--- src/rtl/imem_fetch_pkg.sv ---
// Shared constants and fetch FSM state type for the byte-memory instruction-fetch adapter.
package imem_fetch_pkg;

    localparam logic [31:0] NOP_INS        = 32'h0000_0013;
    localparam int unsigned BYTES_PER_WORD = 4;

    typedef enum logic [1:0] {
        StIdle,
        StIssue,
        StDrain
    } fetch_state_e;

endpackage

--- src/rtl/imem_line_buf.sv ---
// One tagged instruction line: tag/data/valid registers, write port, clear and hit compare.
module imem_line_buf #(
    parameter int unsigned ADDR_W = 8
) (
    input  logic              clk_i,
    input  logic              rst_i,
    input  logic              clr_i,
    input  logic              we_i,
    input  logic [ADDR_W-1:0] wtag_i,
    input  logic [31:0]       wdata_i,
    input  logic [ADDR_W-1:0] ltag_i,
    output logic              hit_o,
    output logic [31:0]       data_o,
    output logic [ADDR_W-1:0] tag_o,
    output logic              valid_o
);

    logic              valid_q;
    logic [ADDR_W-1:0] tag_q;
    logic [31:0]       data_q;

    // Clear wins over a same-cycle write so an aborted fill never lands.
    always_ff @(posedge clk_i) begin
        if (rst_i) begin
            valid_q <= 1'b0;
            tag_q   <= '0;
            data_q  <= '0;
        end else if (clr_i) begin
            valid_q <= 1'b0;
        end else if (we_i) begin
            valid_q <= 1'b1;
            tag_q   <= wtag_i;
            data_q  <= wdata_i;
        end
    end

    assign hit_o   = valid_q && (tag_q == ltag_i);
    assign data_o  = data_q;
    assign tag_o   = tag_q;
    assign valid_o = valid_q;

endmodule

--- src/rtl/imem_word_fetch.sv ---
// Instruction-fetch adapter: builds little-endian words from a byte-wide synchronous memory
// behind a tagged line buffer. Define IMEM_NEXTLINE_PREFETCH_EN for a next-line prefetch slot.
module imem_word_fetch #(
    parameter int unsigned ADDR_W  = 8,
    parameter logic [31:0] NOP_INS = imem_fetch_pkg::NOP_INS
) (
    input  logic              clk_i,
    input  logic              rst_i,
    input  logic              core_ce_i,
    input  logic [31:0]       core_addr_i,
    input  logic              flush_i,
    output logic [31:0]       core_ins_o,
    output logic              core_valid_o,
    output logic              core_stall_o,
    output logic              mem_en_o,
    output logic [ADDR_W-1:0] mem_addr_o,
    input  logic [7:0]        mem_rdata_i
);
    import imem_fetch_pkg::*;

    localparam logic [1:0] KLast = 2'(BYTES_PER_WORD - 1);

    fetch_state_e      state_q, state_d;
    logic [1:0]        k_q, k_d;
    logic [ADDR_W-1:0] fill_addr_q, fill_addr_d;
    logic [23:0]       bytes_q, bytes_d;
    logic              mem_en_q, mem_en_d;
    logic [ADDR_W-1:0] mem_addr_q, mem_addr_d;
    logic              pf_fill_q, pf_fill_d;

    logic [ADDR_W-1:0] req_tag, next_addr, dem_tag, pf_target;
    logic [31:0]       drain_word, dem_data, pf_data;
    logic              dem_hit, dem_valid, pf_hit, pf_start, fwd_hit, miss, drain_we;

    logic unused_addr;
    assign unused_addr = ^core_addr_i[31:ADDR_W];

    assign req_tag    = core_addr_i[ADDR_W-1:0];
    assign next_addr  = fill_addr_q + ADDR_W'(k_q) + ADDR_W'(1);
    assign drain_word = {mem_rdata_i, bytes_q};
    assign drain_we   = (state_q == StDrain);
    // The final byte arrives during DRAIN; forwarding it makes the word usable that same cycle.
    assign fwd_hit    = drain_we && (req_tag == fill_addr_q);
    assign miss       = core_ce_i && !(dem_hit || pf_hit || fwd_hit);
    assign pf_target  = dem_tag + ADDR_W'(BYTES_PER_WORD);

    imem_line_buf #(
        .ADDR_W(ADDR_W)
    ) u_dem_buf (
        .clk_i  (clk_i),
        .rst_i  (rst_i),
        .clr_i  (flush_i),
        .we_i   (drain_we && !pf_fill_q),
        .wtag_i (fill_addr_q),
        .wdata_i(drain_word),
        .ltag_i (req_tag),
        .hit_o  (dem_hit),
        .data_o (dem_data),
        .tag_o  (dem_tag),
        .valid_o(dem_valid)
    );

`ifdef IMEM_NEXTLINE_PREFETCH_EN
    logic [ADDR_W-1:0] pf_tag;
    logic              pf_valid;

    imem_line_buf #(
        .ADDR_W(ADDR_W)
    ) u_pf_buf (
        .clk_i  (clk_i),
        .rst_i  (rst_i),
        .clr_i  (flush_i),
        .we_i   (drain_we && pf_fill_q),
        .wtag_i (fill_addr_q),
        .wdata_i(drain_word),
        .ltag_i (req_tag),
        .hit_o  (pf_hit),
        .data_o (pf_data),
        .tag_o  (pf_tag),
        .valid_o(pf_valid)
    );

    assign pf_start = dem_valid && !(pf_valid && (pf_tag == pf_target));
`else
    logic unused_dem_valid;
    assign unused_dem_valid = dem_valid;
    assign pf_hit           = 1'b0;
    assign pf_data          = NOP_INS;
    assign pf_start         = 1'b0;
`endif

    always_comb begin
        state_d     = state_q;
        k_d         = k_q;
        fill_addr_d = fill_addr_q;
        bytes_d     = bytes_q;
        mem_en_d    = 1'b0;
        mem_addr_d  = mem_addr_q;
        pf_fill_d   = pf_fill_q;
        unique case (state_q)
            StIdle: begin
                if (!flush_i && (miss || pf_start)) begin
                    fill_addr_d = miss ? req_tag : pf_target;
                    pf_fill_d   = !miss;
                    k_d         = '0;
                    mem_en_d    = 1'b1;
                    mem_addr_d  = fill_addr_d;
                    state_d     = StIssue;
                end
            end
            StIssue: begin
                case (k_q)
                    2'd1:    bytes_d[7:0]   = mem_rdata_i;
                    2'd2:    bytes_d[15:8]  = mem_rdata_i;
                    2'd3:    bytes_d[23:16] = mem_rdata_i;
                    default: ;
                endcase
                if (k_q == KLast) begin
                    state_d = StDrain;
                end else begin
                    k_d        = k_q + 2'd1;
                    mem_en_d   = 1'b1;
                    mem_addr_d = next_addr;
                end
            end
            StDrain: state_d = StIdle;
            default: state_d = StIdle;
        endcase
        if (flush_i) begin
            state_d   = StIdle;
            k_d       = '0;
            bytes_d   = '0;
            mem_en_d  = 1'b0;
            pf_fill_d = 1'b0;
        end
    end

    always_ff @(posedge clk_i) begin
        if (rst_i) begin
            state_q     <= StIdle;
            k_q         <= '0;
            fill_addr_q <= '0;
            bytes_q     <= '0;
            mem_en_q    <= 1'b0;
            mem_addr_q  <= '0;
            pf_fill_q   <= 1'b0;
        end else begin
            state_q     <= state_d;
            k_q         <= k_d;
            fill_addr_q <= fill_addr_d;
            bytes_q     <= bytes_d;
            mem_en_q    <= mem_en_d;
            mem_addr_q  <= mem_addr_d;
            pf_fill_q   <= pf_fill_d;
        end
    end

    always_comb begin
        core_ins_o   = NOP_INS;
        core_valid_o = 1'b0;
        if (core_ce_i) begin
            if (dem_hit) begin
                core_ins_o   = dem_data;
                core_valid_o = 1'b1;
            end else if (pf_hit) begin
                core_ins_o   = pf_data;
                core_valid_o = 1'b1;
            end else if (fwd_hit) begin
                core_ins_o   = drain_word;
                core_valid_o = 1'b1;
            end
        end
    end

    assign core_stall_o = miss;
    assign mem_en_o     = mem_en_q;
    assign mem_addr_o   = mem_addr_q;

endmodule
--- config.mk ---
export PLATFORM = sky130hd
export DESIGN_NAME = imem_word_fetch
export DESIGN_NICKNAME = d
export VERILOG_FILES = /design/src/rtl/imem_fetch_pkg.sv /design/src/rtl/imem_line_buf.sv /design/src/rtl/imem_word_fetch.sv
export SDC_FILE = /design/constraint.sdc
export NUM_CORES = 1
export LEC_CHECK = 0
export CORE_AREA = 2 2 92 94
export CTS_BUF_LIST = sky130_fd_sc_hd__clkbuf_8
export DETAILED_ROUTE_END_ITERATION = 10
export DIE_AREA = 0 0 94 96
export GPL_ROUTABILITY_DRIVEN = 0
export GPL_TIMING_DRIVEN = 1
export PLACE_DENSITY_LB_ADDON = 0.12
export SLEW_MARGIN = 0
export SYNTH_ARGS = -nofsm -noshare
export SYNTH_HDL_FRONTEND = slang
export SYNTH_HIERARCHICAL = 1
export SYNTH_SLANG_ARGS = --single-unit
--- constraint.sdc ---
create_clock -name clk_i -period 2.5 [get_ports clk_i]
set_clock_uncertainty 0.2 [all_clocks]
set_input_delay 0.25 -clock clk_i [delete_from_list [all_inputs] [get_ports clk_i]]
set_output_delay 0.25 -clock clk_i [all_outputs]
set_load 0.05 [all_outputs]
== Word-level counts from Yosys, hierarchy flattened ==
Cells that the tools add are included.
Word-level totals
  register bits: 87
  input port bits: 44
  output and inout port bits: 43
  word-level logic and storage cells: 66
Cells by class
  add/subtract/negate cells: 4
  eq/ne operators: 10
  multiplexer cells: 19
  bitwise gates (word level): 1
  reduce and logical (&&, ||, !) cells: 20
Operators by type and width (count)
  2-to-1 mux 32 bit: 3
  2-to-1 mux 8 bit: 3
  equality test 8 bit: 2
  case mux 8 bit (2 select lines): 1
  AND reduction 2 bit: 6
  adder 8 x 1 -> 8 bit (second input constant): 1
  adder 8 x 2 -> 8 bit: 1
  adder 8 x 3 -> 8 bit (second input constant): 1
  2-to-1 mux 2 bit: 4
  case mux 2 bit (2 select lines): 2
  equality test 2 bit (second input constant): 3
  != test 2 bit (second input constant): 3
  logical AND 1 bit: 5
  2-to-1 mux 1 bit: 5
  equality test 2 x 1 -> 1 bit (second input constant): 2
  logical NOT 1 bit: 4
  AND reduction 3 bit: 1
  adder 2 x 1 -> 2 bit (second input constant): 1
  logical NOT 2 bit: 1
  case mux 1 bit (2 select lines): 1
  nonzero test 2 bit: 1
  OR reduction 2 bit: 1
  logical OR 1 bit: 1
  NOT 1 bit: 1

== Depth between registers and ports, before layout ==
  depth in word-level cells: 8
  mapped depth: 9
  depth with buffers taken out: 9

== Cells and area by module ==
The synthesis kept the hierarchy.
Modules (own cells, without submodules)
  imem_word_fetch: times used 1, cells an instance 338, area an instance 2640.0 µm², seq. area each 920.9 µm²
  imem_line_buf: times used 1, cells an instance 190, area an instance 1502.7 µm², seq. area each 820.8 µm²

== Worst setup path before layout ==
No wires, ideal clock.
  kind: register to output
  start: register u_dem_buf.tag_q[6] (netlist: u_dem_buf/tag_o[6])
  end: output core_ins_o[10]
  arrival: 2.362 ns
  required time: 2.050 ns
  setup slack: -0.312 ns
  stages on the path, launching flop included: 8
  path buffers: 2
  cell sequence: dfxtp_1 > xnor2_1 > nand4_1 > nor3_1 > clkbuf_1 > clkbuf_1 > mux2i_1 > nor2_1
Between the ends
  cells in the longest elaborated chain, start to end: 4
Ends and longest elaborated chain
  start: declaration: line imem_line_buf.sv:19  | logic [ADDR_W-1:0] tag_q;
  start signal: assignment: line imem_line_buf.sv:32  | tag_q <= wtag_i;
  equality test 8 bit: line imem_line_buf.sv:37  | assign hit_o = valid_q && (tag_q == ltag_i);
  logical AND 1 bit: line imem_line_buf.sv:37
  via dem_hit: line imem_word_fetch.sv:33  | logic dem_hit, dem_valid, pf_hit, pf_start, fwd_hit, miss, drain_we;
  2-to-1 mux 32 bit: line imem_word_fetch.sv:162  | if (dem_hit) begin
  2-to-1 mux 32 bit: line imem_word_fetch.sv:161  | if (core_ce_i) begin
  end: declaration: line imem_word_fetch.sv:12  | output logic [31:0] core_ins_o,
The timed path passes the listed nets, and every way through them passes these cells.

== Worst setup path in the final report ==
  start: register u_dem_buf.tag_q[0] (netlist: u_dem_buf/tag_o[0])
  end: output core_ins_o[3]
Same word-level chain as after synthesis.

==> results.cfg <==
[run_status]
status = finished with violations
violations = negative setup slack

[drt]
drc_errors = 0
vias = 4061
wl_um = 12300
drt_pre_antenna_iters = 5
drt-initial-drc-count = 223
wl_per_cell_um = 16.9
post_drt_via_cell_ratio = 5.56
detail-route-antenna-nets = 0

[layout]
drive_above_1_share_pct = 27.8
final_cells = 730
fillCellCount = 546
syn2layout_area_growth_pct = 51.7
diodes = 0
ff_latch_area_um2 = 1750
fin_nets = 671
multiInputGateArea_um2 = 2690

[global_route]
grt_max_degree = 60
grt_use_met2_pct = 50.2
grt_pass1_vias = 4100
grt.busiest_layer = met2
met1_usage_pct = 31.8
grtUsageMet3_pct = 6.66
antenna_found_initial = 0
grt_usage_pct = 28.5
grt_pass1_wl_um = 19800
overflow = 0

[flow_run]
drv_cap = 0

[sta]
report.final.slew_viol_count = 0
min_period_ns = 2.72
fin_ws_ns = -0.217
setup_viol = 34
slew_headroom_pct = 56.2
worst_pin_slew_ns = 0.657
hold_viol = 0
fmax_mhz = 368
rsz0062_at_grt = yes
timing.final.crit_share_pct = 109

[floorplan]
rows = 33
core-area_um2 = 8050
die_x_um = 94
dieArea_um2 = 9020
die_y_um = 96
io_pins = 87
initial_core_util_pct = 51.5

[clock_tree]
cts_tree = built
cts_htree_levels = 3
cts.sinks = 87
tritoncts.num_buffers = 9
insertion_delay_ns = 0.36
clk_path_buf_depth = 2
clk_pin_slew_worst_paths_ns = 0.09
ctsRootBufferMaster = clkbuf_8

[pwr]
peakVddDrop_mv = 0.325
power_mw = 3.00
p_sw_uw = 688
pwr-share-seq_pct = 47.1
clock_power_share_pct = 43.0
p_leak_nw = 2.09
swShare_pct = 22.9
pwr-share-comb_pct = 9.9
p_int_mw = 2.31
power_density_nw_per_um2 = 478

[critical_path]
start_kind = flip-flop
worstPathCellList = xnor2_2, nand4_1, nor3_4, buf_6, buf_6, buf_12, mux2i_4, nor2_4, buf_12
slowest_delay_ns = 0.35
cp-end-kind = output port
crit_slowest_cell = dfxtp_2
crit_arrival_ns = 2.27
required_ns = 2.05
critPathMaxFanout = 7
reg2reg_from = fill_addr_q[3]
critPathKind = flip-flop to output port
startpoint = u_dem_buf/tag_o[0]

[placement]
dp_hpwl_um = 7790
dpl.cell_count = 705
numPortBuffers = 62

[logic_synthesis]
ys_types = 43
synth_cells = 528
async_flop_share_pct = 0
syn-num-nets = 579
synth_warnings = 6
syn_area_um2 = 4140
synth-seq-area-share_pct = 42.0
synth-seq-cells = 87
synthFlopType = dfxtp_1
synth_area_per_cell_um2 = 7.85
synth_edf_count = 0

[worst_hold_path]
hp-class = input port to flip-flop
min_from = core_addr_i[5]
## worst max-delay path, delay by kind of cell, from the launching register on
| family | cells | cell delay, ns |
|---|---|---|
| buffers and inverters | 4 | 0.56 |
| and+or+nand+nor | 3 | 0.50 |
| DFF | 1 | 0.35 |
| xor gates and xnor gates | 1 | 0.20 |
| muxes | 1 | 0.26 |
## cells by family (layout without fill, tap and decap cells)
logic type      Yosys count  in the layout  synth area share (%)
simple gates            231            231                  24.0
compound gates          104            104                  14.5
flops                    87             87                  42.0
buf+inv                  44            141                  4.65
mux                      32             32                  7.73
xor+xnor                 23             23                  4.86
fa+ha+maj                 7              7                  2.30
## through the flow
stage / setup WS [ns] / setup TNS [ns] / hold WS (ns) / cell area (µm²) / util, %
finish: -0.217 / -6.22 / 0.151 / 6280 / 78.0
global route: -0.289 / -8.94 / 0.164 / 6280 / 78.0
CTS: -0.204 / -6.37 / 0.217 / 6240 / 77.5
detailed placement: -0.380 / -14.30 / 0.248 / 5620 / 69.9
global placement: -0.333 / -12.57 / 0.241 / 5620 / 69.9
floorplan: -0.0279 / -0.558 / 0.129 / 4370 / -
## cells in the final DEF (no fill, tap or decap), drive strengths merged, types with 9 or more instances in the layout
cell type and n:
nand2 129, buf 89, dfxtp 87, a21oi 80
nor2 40, mux2i 32, nand3 30, clkdlybuf4s50 22
xnor2 18, clkbuf 11, inv 9
## metal layers
metal | vias up | routed length, µm
li1 | 1962 | -
met1 | 1936 | 4750
met2 | 128 | 6490
met3 | 35 | 573
met4 | 0 | 489
met5 | - | 0
## layout make-up
type / instances / area share (%)
multi-input combinational: 397 / 42.8
sequential: 87 / 27.8
timing repair buffer: 117 / 22.5
clock buffer: 10 / 2.19
clock inverter: 6 / 2.11
tap: 105 / 2.09
inverter: 8 / 0.478
## registers in the layout, indices dropped and copies added (netlist names)
| signal | flops |
|---|---|
| fill_addr_q | 8 |
| state_q | 2 |
| pf_fill_q | 1 |
| mem_addr_o | 8 |
| mem_en_o | 1 |
| u_dem_buf/valid_o | 1 |
| bytes_q | 24 |
| u_dem_buf/data_o | 32 |
| k_q | 2 |
| u_dem_buf/tag_o | 8 |
## power groups by stage
stage | registers (mW) | clock network, mW | logic, mW
6_report | 1.41 | 1.29 | 0.298
5_1_grt | 1.42 | 1.36 | 0.317
4_1_cts | 1.41 | 1.31 | 0.287
2_1_floorplan | 1.48 | 0 | 0.115
3_3_place_gp | 1.45 | 0 | 0.277
3_5_place_dp | 1.45 | 0 | 0.281
## synthesized netlist by cell type (all sizes together), types with 2 or more instances
| cell | instances | area, µm² |
|---|---|---|
| o22ai | 3 | 18.8 |
| a21oi | 80 | 400 |
| nor2b | 6 | 37.5 |
| a211o | 3 | 26.3 |
| a31oi | 2 | 12.5 |
| nand2 | 129 | 484 |
| and3 | 3 | 18.8 |
| nor2 | 40 | 150 |
| o21ai | 5 | 25.0 |
| xor2 | 5 | 43.8 |
| nand2b | 6 | 37.5 |
| clkbuf | 27 | 101 |
| xnor2 | 18 | 158 |
| nand3 | 30 | 150 |
| nor3b | 2 | 15.0 |
| mux2i | 32 | 320 |
| inv | 8 | 30.0 |
| nor3 | 7 | 35.0 |
| o31ai | 2 | 33.8 |
| a2111oi | 3 | 32.5 |
| buf | 9 | 61.3 |
| dfxtp | 87 | 1740 |
| ha | 6 | 75.1 |
## final timing paths
kind	endpoint	slack (ns)	depth (start not counted)
worst max-delay path	core_ins_o[3]	-0.22	9
worst min-delay path	fill_addr_q[5]	0.15	4
worst max register to register	mem_addr_o[6]	0.03	8
worst min register to register	u_dem_buf/data_o[23]	0.26	2
## timing repair
| item | in CTS | in global routing |
|---|---|---|
| endpoints found under the setup margin | 35 | 36 |
| gates resized for setup | 52 | 13 |
| endpoints found under the hold margin | 0 | 0 |
| hold buffers | 0 | 0 |
| buffers inserted | 5 | 2 |
| gates cloned | 2 | 1 |
| pin swaps | 7 | 7 |
No activity file was read; power rests on OpenSTA's default activity.
==> edit 1: new RTL, same flow settings <==
The 3 states of `fetch_state_e` get a one-hot encoding in 3 bits.
--- a/src/rtl/imem_fetch_pkg.sv
+++ b/src/rtl/imem_fetch_pkg.sv
@@ -4,10 +4,10 @@
     localparam logic [31:0] NOP_INS        = 32'h0000_0013;
     localparam int unsigned BYTES_PER_WORD = 4;
 
-    typedef enum logic [1:0] {
-        StIdle,
-        StIssue,
-        StDrain
+    typedef enum logic [2:0] {
+        StIdle  = 3'b001,
+        StIssue = 3'b010,
+        StDrain = 3'b100
     } fetch_state_e;
 
 endpackage
Formal check against the unedited RTL: same outputs for any inputs over 10 cycles, from zero or initial values and one cycle with rst_i high; not proved beyond that.
==> edit 1 against the original RTL <==
- the run still ends with setup timing left
- hold slack got worse by 0.12 ns
- setup slack improved by 0.12 ns
- routed wire length rose by 7.4%
- count of clock-buffer cells in the layout rose by 1
- clock power fell by 20%
- largest power group unchanged
- synthesized area rose by 4.7%
- design area fell by 0.34%
- critical path type unchanged
- sequential cell count rose by 1
- utilization fell by 0.26 points
- non-clock buffer count rose by 3
- power fell by 8.3%
==> edit 1: results (changes against the original RTL) <==
Setup WS pre-CTS=-0.285 ns (was -0.380 ns); met3 wire len=692 um (was 573 um); nonclk inv count=5 (was 8); Post-Route M1 WL=5160 um (was 4750 um); Sw Pwr=0.694 mW (was 0.688 mW); fill count=583 (was 546); vias=4,409 (was 4,061); Worst-Margin Slew=0.546 ns (was 0.657 ns); worst setup margin=-0.0981 ns (was -0.217 ns); status=finished, violations left (unchanged); most frequent cells after synthesis=183 x nand2_1, 88 x dfxtp_1, 79 x a21oi_1, 29 x nand3b_1, 25 x a21boi_0 (was 129 x nand2_1, 87 x dfxtp_1, 80 x a21oi_1, 40 x nor2_1, 32 x mux2i_1); synth unique cells=48 (was 43); hold_sp=rst_i (was core_addr_i[5]); launch point of the critical path=fill_addr_q[7] (was u_dem_buf/tag_o[0]); nets@finish=714 (was 671); fin cells=773 (was 730); grt met1 use=35.0% (was 31.8%); first-pass GRT wire length=19,900 um (was 19,800 um); # resized after CTS=18 (was 52); Tot GR Track Use=28.5% (about the same); hpwl dp=8380 um (was 7790 um); Signal buffers=120 (was 117); WL/cell=17.1 um (was 16.9 um); NonClk Buf Share=24.0% (was 22.5%); Synth Area in Adders=2.19% (was 2.30%); met2 WL=7030 um (was 6490 um); Setup violations, final=30 (was 34); sequential cell area share=28.4% (was 27.8%); met2 usage=50.7% (was 50.2%); cell count after synthesis=573 (was 528); XOR/XNOR Fraction of Synth Area=4.65% (was 4.86%); sequential cells=88 (was 87); Synth Area in Compound Gates=18.2% (was 14.5%); largest net degree at the start of global routing=39 (was 60); failing checks=setup timing (unchanged)
[edit 1: cell types whose count changed in the layout (fill, tap and decap cells not counted), sizes merged, moves of 4 or more]
cell    unedited run  this run
nand2            129       184
mux2i             32         0
a21boi             0        29
nand3b             1        29
xnor2             18        22
nand3             30         5
clkbuf            11        16
xor2               5         1
nor2              40        21
[edit 1: final timing paths]
kind | to | slack (ns) | depth (start not counted)
worst max-delay path | core_ins_o[19] | -0.1 | 8
worst min-delay path | pf_fill_q | 0.03 | 3
worst max register to register | mem_addr_o[7] | 0.06 | 8
worst min register to register | u_dem_buf/data_o[4] | 0.26 | 2
[edit 1: power groups by stage]
stage / clock, mW / combinational, mW / sequential [mW]
2_1_floorplan: 0 / 0.110 / 1.49
3_3_place_gp: 0 / 0.279 / 1.46
3_5_place_dp: 0 / 0.283 / 1.46
4_1_cts: 1.03 / 0.286 / 1.43
5_1_grt: 1.11 / 0.316 / 1.43
6_report: 1.03 / 0.299 / 1.43
==> edit 2: new RTL, same settings <==
Without the edit above. `ADDR_W` is set to 8 in 2 places; all go to 7.
--- a/src/rtl/imem_line_buf.sv
+++ b/src/rtl/imem_line_buf.sv
@@ -1,6 +1,6 @@
 // One tagged instruction line: tag/data/valid registers, write port, clear and hit compare.
 module imem_line_buf #(
-    parameter int unsigned ADDR_W = 8
+    parameter int unsigned ADDR_W = 7
 ) (
     input  logic              clk_i,
     input  logic              rst_i,
--- a/src/rtl/imem_word_fetch.sv
+++ b/src/rtl/imem_word_fetch.sv
@@ -1,7 +1,7 @@
 // Instruction-fetch adapter: builds little-endian words from a byte-wide synchronous memory
 // behind a tagged line buffer. Define IMEM_NEXTLINE_PREFETCH_EN for a next-line prefetch slot.
 module imem_word_fetch #(
-    parameter int unsigned ADDR_W  = 8,
+    parameter int unsigned ADDR_W  = 7,
     parameter logic [31:0] NOP_INS = imem_fetch_pkg::NOP_INS
 ) (
     input  logic              clk_i,
Interface: changed (resized mem_addr_o); port bits go from 87 to 86. The function was not compared with the original's and may differ.
==> edit 2 against the original RTL <==
- the flow still finishes with violations (setup timing)
- power is 3.4% lower
- sequential share of layout area down 0.86 points
- sequential power fell by 3%
- register-to-register slack improved by 0.12 ns
- largest cell class unchanged
- hold slack worse by 0.0063 ns
- non-clock buffer count down 7
- synthesized area is 0.88% lower
- critical path type unchanged
- utilization shrank 0.17 points
- routed wire length down 1.2%
- design area fell by 0.22%
- sequential cell count down 3
- setup slack better by 0.20 ns
==> edit 2: results (changes against the original RTL) <==
status=finished, violations left (unchanged); failing checks=setup timing (unchanged); sequential cell area share=27.0% (was 27.8%); hpwl dp=8000 um (was 7790 um); Synth Area in Adders=2.01% (was 2.30%); sequential logic power=1.37 mW (was 1.41 mW); nonclk inv count=9 (was 8); Worst Hold Depth=2 (was 4); combinational power share=11.2% (was 9.9%); Signal buffers=110 (was 117); Syn Nets=560 (was 579); launch point of the critical path=u_dem_buf/tag_o[2] (was u_dem_buf/tag_o[0]); dpl cells=680 (was 705); R2R Path Start=u_dem_buf/tag_o[3] (was fill_addr_q[3]); flop2flop setup slack=0.15 ns (was 0.03 ns); crit path max fanout=11 (was 7); fin cells=705 (was 730); cell count after synthesis=510 (was 528); leakage=2.26 nW (was 2.09 nW); largest net degree at the start of global routing=40 (was 60); minimum clock period=2.51 ns (was 2.72 ns); R2R depth=7 (was 8); hold_sp=rst_i (was core_addr_i[5]); fill count=539 (was 546); area of the multi-input gates=2880 um^2 (was 2690 um^2); nets@finish=645 (was 671); Worst-Margin Slew=0.596 ns (was 0.657 ns); worst setup path endpoint=core_ins_o[27] (was core_ins_o[3]); WL/cell=17.2 um (was 16.9 um); worst setup margin=-0.0124 ns (was -0.217 ns); Setup violations, final=6 (was 34); crit path DAT=2.06 ns (was 2.27 ns); placed inst area=5460 um^2 (was 5620 um^2); final setup TNS=-0.0430 ns (was -6.22 ns); first-pass GRT wire length=19,400 um (was 19,800 um); XOR/XNOR Fraction of Synth Area=3.41% (was 4.86%)
==> edit 2: cell types whose count changed after synthesis, sizes merged, moves of 4 or more <==
| cell | unedited run | this run |
|---|---|---|
| a211oi | 1 | 7 |
| nor2 | 40 | 9 |
| nand2 | 129 | 121 |
| xor2 | 5 | 0 |
| nor3b | 2 | 30 |
| nor3 | 7 | 3 |
==> edit 2: worst register-to-register path: stages (launching register included) <==
cell     delay (ns)
dfxtp_2        0.34
xnor2_2        0.12
nand4_1        0.15
nor2_4         0.08
or4b_4         0.54
a21o_1         0.22
or3_1          0.37
a22o_1         0.23
==> edit 2: stage by stage <==
step	hold WS [ns]	total power, mW
floorplan	0.129	1.56
global placement	0.241	1.69
detailed placement	0.246	1.70
CTS	0.140	2.89
global route	0.154	2.99
finish	0.144	2.90
==> edit 2: metal layers <==
layer	share of wire [%]	vias up	global-route usage (%)	routed length, um
li1	-	1931	-	-
met1	40	1935	31.9	4810
met2	53	118	50.2	6480
met3	3.6	32	3.21	443
met4	3.5	0	15.8	420
met5	0	-	0	0
